**src/rtl/button.sv**
```systemverilog
// Debounced push-button: synchronizes the raw level, accepts a new level only after it has been
// stable for DEBOUNCE_CYCLES samples, and emits registered rise/fall pulses on each accepted change.
module button #(
    parameter int DEBOUNCE_CYCLES = 500,
    parameter int SYNC_STAGES     = 2
) (
    input  logic clk,
    input  logic rst,
    input  logic a,
    output logic out,
    output logic out_rise,
    output logic out_fall
);

    localparam int CNT_W = ($clog2(DEBOUNCE_CYCLES + 1) > 1) ? $clog2(DEBOUNCE_CYCLES + 1) : 1;
    localparam logic [CNT_W-1:0] CNT_ZERO = {CNT_W{1'b0}};
    localparam logic [CNT_W-1:0] CNT_ONE  = CNT_W'(1);
    localparam logic [CNT_W-1:0] CNT_LAST = CNT_W'(DEBOUNCE_CYCLES - 1);

    logic [SYNC_STAGES-1:0] sync_q, sync_d;
    logic [CNT_W-1:0]       cnt_q, cnt_d;
    logic                   out_q, out_d;
    logic                   out_rise_q, out_rise_d;
    logic                   out_fall_q, out_fall_d;
    logic                   a_sync;

    assign a_sync   = sync_q[SYNC_STAGES-1];
    assign out      = out_q;
    assign out_rise = out_rise_q;
    assign out_fall = out_fall_q;

    // Next-state: synchronizer shift, stability count, and level acceptance with edge pulses.
    always_comb begin
        sync_d     = {sync_q[SYNC_STAGES-2:0], a};
        cnt_d      = cnt_q;
        out_d      = out_q;
        out_rise_d = 1'b0;
        out_fall_d = 1'b0;
        if (a_sync == out_q) begin
            cnt_d = CNT_ZERO;
        end else if (cnt_q == CNT_LAST) begin
            // Last required differing sample: take the new level and restart counting.
            out_d      = a_sync;
            cnt_d      = CNT_ZERO;
            out_rise_d = a_sync;
            out_fall_d = ~a_sync;
        end else begin
            cnt_d = cnt_q + CNT_ONE;
        end
    end

    // State register; reset clears everything, including an acceptance on the same edge.
    always_ff @(posedge clk) begin
        if (rst) begin
            sync_q     <= {SYNC_STAGES{1'b0}};
            cnt_q      <= CNT_ZERO;
            out_q      <= 1'b0;
            out_rise_q <= 1'b0;
            out_fall_q <= 1'b0;
        end else begin
            sync_q     <= sync_d;
            cnt_q      <= cnt_d;
            out_q      <= out_d;
            out_rise_q <= out_rise_d;
            out_fall_q <= out_fall_d;
        end
    end

endmodule

```
**config.mk**
```make
export PLATFORM = sky130hd
export DESIGN_NAME = button
export DESIGN_NICKNAME = d
export VERILOG_FILES = /design/src/rtl/button.sv
export SDC_FILE = /design/constraint.sdc
export NUM_CORES = 1
export LEC_CHECK = 0
export ABC_AREA = 1
export CAP_MARGIN = 20
export CORE_MARGIN = 4
export CORE_UTILIZATION = 49
export CTS_BUF_LIST = sky130_fd_sc_hd__clkbuf_4 sky130_fd_sc_hd__clkbuf_8
export DETAILED_ROUTE_END_ITERATION = 12
export PLACE_DENSITY = 0.79
export SLEW_MARGIN = 40
export SYNTH_ARGS = -nofsm -noshare
export SYNTH_HDL_FRONTEND = slang
export SYNTH_SLANG_ARGS = --single-unit
```
**constraint.sdc**
```tcl
create_clock -name clk -period 1.7 [get_ports clk]
set_input_delay 0.17 -clock clk [delete_from_list [all_inputs] [get_ports clk]]
set_output_delay 0.17 -clock clk [all_outputs]
set_load 0.01 [all_outputs]
```
=== After elaboration in Yosys (flattened, before gate mapping) ===
Cells that the tools add are included.

* Eq/ne operators: 2
* Bitwise logic cells: 3
* Reductions and logical operators: 3
* $add $sub $neg: 1

{| class="wikitable"
|+ Operator list
! operator !! number
|-
| adder 9 x 1 -> 9 bit, second input constant || 1
|-
| == test 9 bit, second input constant || 1
|-
| OR reduction 3 bit || 2
|-
| NOT 1 bit || 3
|-
| AND reduction 2 bit || 1
|-
| == test 1 bit || 1
|}

* Word-level logic and storage cells: 14
* Output and inout port bits: 3
* Register bits after elaboration: 14
* Input port bits: 3

=== Longest topological paths before layout ===
Gate-level depths: netlist of the first run.

* Word-level depth: 3
* Gate-level depth with buffers: 7
* Depth with buffers taken out: 7

=== Worst setup path after synthesis of the first run ===
No wires, ideal clock.

* Kind: flip-flop to flip-flop
* Start point: register cnt_q[0]
* End point: register cnt_q[4]
* Arrival: 0.966 ns
* Stages on the path, launching flop included: 7
* Slack: 0.619 ns
* Path buffers: 0
* Required time: 1.585 ns
* Period minus slack after synthesis: 1.081 ns
* Setup time: 0.115 ns
* Cells stage by stage: dfxtp_1 > ha_1 > nand2_2 > nor2_4 > nand2_4 > nand2_4 > nor2_1

* Cells in the longest elaborated chain, start to end: 2
* Elaborated cells on any way between the ends: 3
* Classes of those cells: add/sub: 1; eq/ne: 1; reduce/logical: 1

{| class="wikitable"
|+ RTL lines
! item !! RTL line !! source
|-
| start: declaration || 21 || <nowiki>logic [CNT_W-1:0] cnt_q, cnt_d;</nowiki>
|-
| start signal: assignment || 62 || <nowiki>cnt_q <= cnt_d;</nowiki>
|-
| branches (longest 2 deep; another with adder 9 x 1 -> 9 bit) || n/a ||
|}

Parallel ways; which one is timed is not known.
A chain may end at the register's enable or synchronous reset.

=== Final worst setup path of the first run ===
* Start point: register out_q, in the netlist out
* End point: output out

{| class="wikitable"
|+ RTL lines
! item !! RTL line !! source
|-
| start: declaration || 22 || <nowiki>logic out_q, out_d;</nowiki>
|-
| start signal: assignment || 63 || <nowiki>out_q <= out_d;</nowiki>
|-
| end: declaration || 10 || <nowiki>output logic out,</nowiki>
|}

No word-level cell between the ends.

==> results of run 1 <==
[power groups by stage]
stage	logic [uW]	registers [uW]	clock network (uW)
2_1_floorplan	8.90	340	0
3_3_place_gp	14.9	340	0
3_5_place_dp	15.5	340	0
4_1_cts	15.5	333	238
5_1_grt	17.6	333	256
6_report	15.4	332	232
[layer usage]
metal | track usage, % | routed length, um | vias to the layer above
li1 | - | - | 265
met1 | 14.9 | 509 | 221
met2 | 16.9 | 423 | 4
met3 | 3.66 | 36 | 2
met4 | 5.42 | 11 | 0
met5 | 0 | 0 | -
[state kept, by name, summed over array words and instances, names as in the netlist]
name,count
out_rise,1
sync_q,2
out_fall,1
out,1
cnt_q,9
[how the worst min path moves through the flow]
stage	start	endpoint	depth (start not counted)
floorplan	rst	sync_q[0]$_SDFF_PP0_	1
global placement	sync_q[0]$_SDFF_PP0_	sync_q[1]$_SDFF_PP0_	2
detailed placement	sync_q[0]$_SDFF_PP0_	sync_q[1]$_SDFF_PP0_	2
CTS	a	sync_q[0]$_SDFF_PP0_	3
global route	a	sync_q[0]$_SDFF_PP0_	3
finish	a	sync_q[0]$_SDFF_PP0_	3
[through the flow]
stage	util (%)	power (uW)
floorplan	-	349
global placement	60.8	355
detailed placement	60.8	356
CTS	64.0	586
global route	64.0	607
finish	64.0	580
[cell usage in the layout (no fill, tap or decap), types with 2 or more instances in the layout]
cell type	n
a21oi_1	5
clkbuf_4	3
clkdlybuf4s50_1	5
dfxtp_1	14
inv_1	12
nand2_1	16
nand2_2	2
nand2_4	2
nand3_1	5
nor2_1	9
nor2_2	3
[final cells by class]
| type | count | area share (%) |
|---|---|---|
| multi-input cells | 53 | 41.5 |
| flip-flops and latches | 14 | 37.9 |
| repair buffers | 5 | 6.77 |
| inverters | 13 | 6.60 |
| clock buffers | 4 | 4.91 |
| well taps | 14 | 2.37 |
[cell families (layout without fill, tap and decap cells)]
| family | after synthesis | count (layout) | synth area share (%) |
|---|---|---|---|
| buf+inv | 13 | 22 | 7.68 |
| xor+xnor | 1 | 1 | 1.38 |
| flops | 14 | 14 | 44.1 |
| simple gates | 44 | 44 | 38.8 |
| fa+ha+maj | 1 | 1 | 1.97 |
| compound gates | 7 | 7 | 6.10 |
==> summary by stage, run 1 <==
Floorplanning
The floorplan has 12 rows. The starting density of the core is 55.0%. The core region area is 1160 sq um. The floorplan step set the die height to 44.0 um. The die covers 1940 sq um.

The die is 44.0 um wide. Pin placement for this block handled 6 I/O pins.

Setup path
The worst setup path is of the flip-flop to primary output kind. The family with the most delay on the worst path is buffers and inverters. For this run, the slowest stage of the critical path takes 550 ps. At the worst endpoint, the required time is 1530 ps. The data arrival time of the critical path is 1210 ps. The number of cells on the worst reg-to-reg path is 6.

The top fanout value on the critical path is 4. Tracing the worst setup path back leads to its startpoint at out$_SDFFE_PP0P_. The worst setup path is launched from a flip-flop. The startpoint identified for the worst register-to-register timing path is cnt_q[0]$_SDFF_PP0_. STA classifies the critical path endpoint as a primary output. The worst register-to-register path has a setup slack of 470 ps. In this run the number of cells on the critical path is 1. The critical path goes through clkdlybuf4s50_1. On the critical path, the stage with the largest delay is an instance of clkdlybuf4s50_1. Counting both buffers and inverters, the worst setup path holds a total of 1. The critical path ends at out. The capture point of the worst reg-to-reg path is cnt_q[5]$_SDFF_PP0_.

Flow run
The number of max-cap violations is 0.

Power and ir drop
For this design the total switching power over the nets is 112 uW. Net switching is 19.4% of the power. IR analysis of the VDD net gives a maximum drop of 0.466 mV. The power density over the cells is 785 nW/um^2. In this run, flip-flops and latches consume 57.3% of the power.

The static power due to leakage is 0.000293 uW. The total internal power is 468 uW. The share of total power dissipated in combinational logic is 2.7%. The clock network is responsible for 40.0% of the overall power.

Drt
In the routed layout, each cell is associated on average with a via count of 4.78. Wires add up to 980 um. The detailed router finished its first iteration with 6 violations. Detailed routing inserted a total of 492 vias. After detailed routing, the number of remaining DRC violations is 0. In the final routed layout, each cell accounts on average for 9.51 um. The length of the first detailed-routing pass in iterations is 4. The count of nets left with antenna violations once routing finished came out at 0.

Status
The flow ran to the end, and the final reports show no timing, DRC or antenna violations.

Placement
The routability-driven placement congestion ratio is 0.745. The wire-length estimate of the detail-placed layout is 785 um. The setup slack at placement is 464 ps. Once placement finished, the instance area stood at 703 sq um. The number of cells after detailed placement is 99. In this run the tool buffered the top-level ports with 5 buffer cells.

Synthesis
The synthesized cell area is 636 sq um. After synthesis, flip-flops and latches occupy 44.1% of the total area. The number of enable-type register cells in the synthesized netlist is 0. The average instance in the mapped netlist occupies 7.95 sq um.

The commonest cells after synthesis are nand2_1, dfxtp_1, inv_1. The cell count after synthesis came out at 80. The predominant post-synthesis flop cell is dfxtp_1. The most used standard cell by instance count after synthesis is nand2_1. The synthesis warning total is 0.

The biggest area consumer among synthesized cells is dfxtp_1. The number of register bits inferred by synthesis is 14. Yosys attributes the largest share of cell area to dfxtp_1, nand2_1, inv_1, nor2_1, a21oi_1.

For this run, asynchronously set or reset flops after synthesis account for 0%. The share of Yosys cell area claimed by the top area cell type is 44.1%. The count of unique library cells instantiated by Yosys is 21. The number of nets in the synthesized netlist is 84.

Layout
Summing all multi-input logic gate instances after layout gives 307 sq um. The count of non-filler cells in the finished layout is 103. The antenna diode instance count is 0. At the end of the flow, the number of nets in the layout was 94. Across the whole layout, storage elements account for 280 sq um. Counting the fill cells in the layout gives 107. The layout overhead on the synthesized area is 16.3%. Once layout is done, the placed cells without fillers occupy 739 sq um. In the final layout, the share of cells above drive strength 1 is 20.2%.

Clock network
In this run the post-CTS setup repair buffer count came out at 0. Buffers inserted to repair hold after CTS numbered 0. The depth of the CTS H-tree is 1. TritonCTS built the clock tree.

In this run, post-CTS repair resized a total of 0 instances. The root cell of the clock tree is clkbuf_4. For this design, the sink count on the clock tree is 14. Buffers inserted during clock tree synthesis total 3.

The deepest clock path buffer count is 2. The later-pin clock latency in the skew report is 270 ps. After clock tree synthesis, the clock-pin slew on the worst setup and hold paths is 80 ps.

STA
Timing would allow up to 0.724 GHz. The count of endpoints failing hold in the final timing report was 0. Setup repair after global routing left no endpoint under its margin. The total negative slack for setup checks is 0 ps. The worst hold slack across all endpoints is 404 ps. The worst slew margin relative to its limit is 87.9%.

The setup violation total in the final timing report is 0. For the pin with the worst max-slew slack, the measured transition is 181 ps. Counting I/O delays and the setup requirement, the final critical path takes 1380 ps. The worst-case clock skew is 3.27 ps. The max-slew violation count is 0. Of the available clock period, the critical path in the final layout requires 81.2%. In the post-route analysis, the smallest setup slack over all paths is 319 ps.

Global route
The all-layer global routing usage is 11.4%. The maximum number of pins on one net before global-route repair is 10. The total overflow left after global routing is 0.

The number of antenna violations at the first check in global routing is 0. The via count of the first global-routing pass is 426. The global-route wire length before repair is 1660 um.

Min path
The path class of the tightest hold or removal check is primary input to flip-flop.
Power figures use the tool's default switching activity.
==> run 2: changes to the inputs <==
==> constraint.sdc (replaced) <==
create_clock -name clk -period 1.32 [get_ports clk]
set_input_delay 0.132 -clock clk [delete_from_list [all_inputs] [get_ports clk]]
set_output_delay 0.132 -clock clk [all_outputs]
set_load 0.01 [all_outputs]
==> summary by stage, run 2 (synthesis gave the netlist of run 1 again) <==
Status
The flow ran to the end, and the final reports show no timing, DRC or antenna violations.

Drt
The number of DRC violations after detailed-routing iteration 0 is 14 (+8). The count of vias placed by the detailed router was 489 (-0.61%). The average detailed-routed wire length per instance is 10.0 um (+5.4%). The ratio of routed vias to standard cells came to 4.79 (+0.36%). The length of the first detailed-routing pass in iterations is 3 (-1). The total wirelength of the detailed-routed design is 1020 um (+4.4%). The number of design rule violations left after detail routing was 0 (unchanged). The count of nets left with antenna violations after detail routing was 0 (unchanged).

STA
The worst slew margin relative to its limit is 88.4% (+0.45 points). The count of endpoints failing hold in the final timing report came to 0 (unchanged). The achievable clock frequency is 0.803 GHz.

The final critical path takes up 94.3% of the cycle. The worst-case clock skew is 0.569 ps (-2.70 ps). The slew at the pin closest to its max-slew limit is 173 ps (-8.34 ps). The setup violation total in the final timing report is 0 (unchanged). The total negative slack for setup checks was 0 ps (unchanged).

The time the final worst path needs with I/O delays and setup is 1250 ps. The max-slew violation count is 0 (unchanged). Setup repair after global routing left no endpoint under its margin.

Setup path
The data required time of the worst path is 1190 ps (-340 ps). The data arrival time of the critical path was 1110 ps (-100 ps). The kind of start point of the critical path is a flip-flop. The master of the slowest instance on the critical path is clkdlybuf4s50_1. The critical path goes through clkdlybuf4s50_1. The kind of critical path is flip-flop to primary output. Among cell families on the critical path, the largest total delay comes from buffers and inverters. The biggest cell delay along the critical path is 520 ps (-30 ps). The number of buffers and inverters on the critical path is 1 (unchanged).

The total number of cells along the worst setup path is 1 (unchanged). The number of cells on the worst reg-to-reg path is 6 (unchanged). The worst setup path is captured at a primary output.

The top fanout value on the critical path was 1 (-3).

Global route
The number of antenna violations at the first check in global routing was 0 (unchanged). The remaining global-route overflow is 0 (unchanged). The global-route wire length before repair is 1850 um (+11%). The via count of the first global-routing pass is 474 (+11%). The all-layer global routing usage is 12.8% (+1.4 points).

The maximum number of pins on one net before global-route repair is 10 (unchanged).

Floorplanning
The overall die width is 44.0 um (unchanged). The starting density of the core is 55.0% (unchanged). The row count is 12 (unchanged). The die footprint is 1940 sq um (unchanged). The die outline height is 44.0 um (unchanged).

The core region area is 1160 sq um (unchanged). The count of boundary I/O pins is 6 (unchanged).

Layout
The most flop-heavy register is cnt_q. The count of fill cells added during filler insertion was 104 (-2.8%). The final layout net count is 94 (unchanged). The core utilization of the finished layout is 62.8% (-1.2 points). The antenna diode instance count is 0 (unchanged).

In the layout the commonest cells are nand2_1, dfxtp_1, inv_1, nor2_1. The largest registers in the layout are cnt_q (9), sync_q (2). The ratio of cells with drive above 1 in the final layout is 20.5% (+0.23 points).

The number of flip-flops under the largest register name is 9 (unchanged). The count of non-filler cells in the finished layout was 102 (-0.97%). The most common cell after layout, fill and taps aside is nand2_1. The layout overhead on the synthesized area is 14.2%.

Clock network
The clock sink total is 14 (unchanged). The TritonCTS buffer count is 3 (unchanged). The later-pin clock latency in the skew report is 270 ps (about the same). The deepest clock path buffer count is 2 (unchanged). The post-CTS clock slew at the launch and capture registers of the worst setup and hold paths is 70 ps (about the same). The cts-stage hold buffer count is 0 (unchanged).

The depth of the CTS H-tree is 1 (unchanged). The CTS tree is done. The root cell of the clock tree is clkbuf_4.

Min path
The type of the tightest min-delay check is primary input to flip-flop. The worst hold path cell count came to 3 (unchanged).

Power and ir drop
The static power due to leakage is 0.000291 uW (-0.64%). The share of total power consumed by net switching is 20.3% (+0.94 points). The total internal power is 541 uW (+16%).

The highest ir drop seen on vdd came to 0.525 mV (+13%). The clock power share is 34.0% (-6.0 points). The power density over the cells is 935 nW/um^2 (+19%). The sequential power share is 63.1% (+5.8 points). The part of the power in combinational logic is 2.9% (+0.2 points). The switching power summed over all nets came to 138 uW (+23%).

Placement
The quantity of I/O buffers inserted on ports is 5 (unchanged). The number of cells after detailed placement is 99 (unchanged). The routability-driven placement congestion ratio is 0.729 (-2.0%). The final HPWL from detailed placement was 802 um (+2.2%).

Flow run
The number of max-cap violations is 0 (unchanged).
-- run 2: changes by cell type in the layout (fill, tap and decap cells not counted) --
cell and delta:
dlygate4sd2_1 +1, dfxtp_1 -1, dfxtp_2 +1, clkbuf_8 -1, clkdlybuf4s50_1 -1
-- run 2: per-stage QoR --
| stage | total power, uW | worst slack (ps) | area [sq um] | hold slack (ps) |
|---|---|---|---|---|
| finish | 679 | 74.7 | 726 | 367 |
| global route | 709 | 34.8 | 726 | 378 |
| CTS | 683 | 62.4 | 724 | 366 |
| detailed placement | 458 | 118 | 703 | 399 |
| global placement | 457 | 152 | 703 | 394 |
| floorplan | 449 | 239 | 636 | 203 |
-- run 2: worst paths after layout --
kind | slack, ps | from | to
setup reg to reg | 140 | cnt_q[1]$_SDFF_PP0_ | cnt_q[4]$_SDFF_PP0_
setup / recovery | 70 | out_fall$_SDFF_PP0_ | out_fall
hold / removal | 370 | a | sync_q[0]$_SDFF_PP0_
hold reg to reg | 410 | sync_q[0]$_SDFF_PP0_ | sync_q[1]$_SDFF_PP0_
-- run 2: cell type report --
| type | instances | area, sq um | share of cell area (%) |
|---|---|---|---|
| inverters | 13 | 48.8 | 6.72 |
| repair buffers | 5 | 48.8 | 6.72 |
| well taps | 14 | 17.5 | 2.41 |
| clock buffers | 3 | 22.5 | 3.10 |
| flip-flops and latches | 14 | 282 | 38.8 |
| multi-input cells | 53 | 307 | 42.2 |
-- run 2: worst reg2reg max path: cells and delay by family (launching register included) --
kind | cells | cell delay, ps
flops | 1 | 360
fa+ha+maj | 1 | 210
simple gates | 5 | 510
-- run 2: repair_timing --
item                                    CTS  global route
endpoints found under the setup margin    1             2
resized for setup                         1             1
pin swaps                                 0             0
hold endpoints to repair                  0             0
setup buffers                             0             0
-- run 2: metal layers --
metal / track usage [%] / vias up / wire length [um]
li1: - / 263 / -
met1: 15.9 / 213 / 491
met2: 19.8 / 7 / 459
met3: 3.66 / 6 / 38
met4: 7.23 / 0 / 34
met5: 0 / - / 0
-- run 2: power groups by stage --
stage | clock network, uW | registers (uW) | logic [uW]
after floorplan | 0 | 438 | 11.5
after global placement | 0 | 438 | 19.2
after detailed placement | 0 | 438 | 19.8
after CTS | 235 | 428 | 19.9
after global routing | 257 | 429 | 22.4
final | 231 | 428 | 19.9
==> edit, RTL diff (flow settings as in run 2) <==
Make the reset (`rst`) asynchronous in one clocked block.
--- a/src/rtl/button.sv
+++ b/src/rtl/button.sv
@@ -51,5 +51,5 @@
 
     // State register; reset clears everything, including an acceptance on the same edge.
-    always_ff @(posedge clk) begin
+    always_ff @(posedge clk or posedge rst) begin
         if (rst) begin
             sync_q     <= {SYNC_STAGES{1'b0}};
Check against the original RTL: same outputs for any inputs over 10 cycles, from zero or initial values and one cycle with rst high; that may be too few to reach the edited logic, so the function may still have changed.
==> edit against run 2 <==
- design area grew 1.0%
- setup slack got worse by 28 ps
- routed wire length grew 5.5%
- sequential cell count stayed put
- first-iteration DRC count rose by 14%
- die area down 2.7%
- area after synthesis down 3.3%
- maximum frequency fell by 2.2%
- critical endpoint is now out_rise
Power is not compared: it rests on default switching activity, and its combinational part moved more than twofold at a synthesized area within 25%.
==> edit: results (changes against run 2) <==
| Metric | Value |
|---|---|
| Initial DRC Count | `16 (was 14)` |
| Drt first pass iters | `4 (was 3)` |
| Data arrival, critical path | `1140 ps (was 1110 ps)` |
| WL/cell | `11.7 um (was 10.0 um)` |
| Dpl cell area | `682 um2 (was 703 um2)` |
| ANT cells | `0 (unchanged)` |
| Clk root buf | `clkbuf_4 (unchanged)` |
| Syn_nets | `72 (was 84)` |
| Register area share after synthesis | `0.570 (was 0.441)` |
| Largest net degree at the start of global routing | `15 (was 10)` |
| Share of cells above drive strength 1 | `0.154 (was 0.205)` |
| Worst min path class | `input port to asynchronous set/reset pin (was input port to register)` |
| Post-DP HPWL | `746 um (was 802 um)` |
| Initial antenna violation count | `0 (unchanged)` |
| Share of flip-flops with an asynchronous set or reset | `1.00 (was 0)` |
| Vias/cell | `4.91 (was 4.79)` |
| Max clock buf depth | `2 (unchanged)` |
| Number of global-route vias before repair | `445 (was 474)` |
| GPL Wtd Cong | `0.780 (was 0.729)` |
| Main flop type after synthesis | `dfrtp_1 (was dfxtp_1)` |
| Leak | `0.342 nW` |
| Clock Skew | `2.85 ps (was 0.569 ps)` |
| Commonest cells in the netlist | `nor2_1, dfrtp_1, nand2_1 (was nand2_1, dfxtp_1, inv_1)` |
| GRT Overall Usage | `0.134 (was 0.128)` |
| Routed WL | `1.08 mm (was 1.02 mm)` |
| Placed cells | `87 (was 99)` |
| I/O Buffers | `5 (unchanged)` |
| Synth Area per Inst | `9.03 um2 (was 7.95 um2)` |
| Synth cell types | `15 (was 21)` |
| Fillers | `98 (was 104)` |
| Synth area leaders | `dfrtp_1, nor2_1, nand2_1, nand3_1, inv_1 (was dfxtp_1, nand2_1, inv_1, nor2_1, a21oi_1)` |
| Slowest stage cell, crit path | `clkdlybuf4s50_1 (unchanged)` |
| Outcome | `complete, no violations (unchanged)` |
| Largest registers | `cnt_q (9), sync_q (2) (unchanged)` |
| First-pass GRT wire length | `1.88 mm (was 1.85 mm)` |
| Clock H-tree levels | `1 (unchanged)` |
| Max-slew headroom at the worst pin | `0.655 (was 0.884)` |
| Pre-CTS setup slack | `79.1 ps (was 118 ps)` |
| Final net count | `83 (was 94)` |
| Worst-Skew Late Latency | `270 ps (about the same)` |
[edit: logic make-up (layout without fill, tap and decap cells)]
group                      Yosys count  after routing  synth area share
and+or+nand+nor                     37             37             0.253
adders and majority gates            1              1            0.0204
buffers and inverters                8             18            0.0489
DFF                                 14             14             0.570
AOI/OAI and AO/OA                    4              4            0.0387
xor gates and xnor gates             4              4            0.0693
[edit: area by class of cell]
type / instances / area (um2) / share of cell area
Sequential cell: 14 / 352 / 0.480
Clock buffer: 4 / 36.3 / 0.0495
Inverter: 8 / 30.0 / 0.0410
Multi-Input combinational cell: 46 / 241 / 0.329
Timing Repair Buffer: 6 / 56.3 / 0.0768
Tap cell: 14 / 17.5 / 0.0239
[edit: worst paths after layout]
kind                           start        end  slack (ps)  cells after the start
max in group asynchronous        rst        out         750                      2
max reg2reg                 cnt_q[0]   cnt_q[4]         100                      6
max                         out_rise   out_rise          50                      1
min reg2reg                sync_q[0]  sync_q[1]         360                      0
min                              rst   cnt_q[3]         200                      2
min in group clk                   a  sync_q[0]         300                      1
[edit: repair_timing]
item | in CTS | in global routing
gates resized for setup | 2 | 2
setup endpoints to repair | 1 | 7
setup buffers | 0 | 1
[edit: metal layers]
layer | wire [um] | track usage | vias up
met5 | 0 | 0 | -
met4 | 14 | 0.0361 | 0
met3 | 59 | 0.0456 | 4
met2 | 515 | 0.215 | 13
met1 | 489 | 0.175 | 207
li1 | - | - | 228
[edit: power groups by stage]
stage,Sequential (mW),Combinational (mW),Clock (mW)
after global routing,0.449,0.0547,0.324
after CTS,0.447,0.0422,0.304
final,0.447,0.0480,0.298
after floorplan,0.454,0.0292,0
after global placement,0.455,0.0406,0
after detailed placement,0.455,0.0408,0
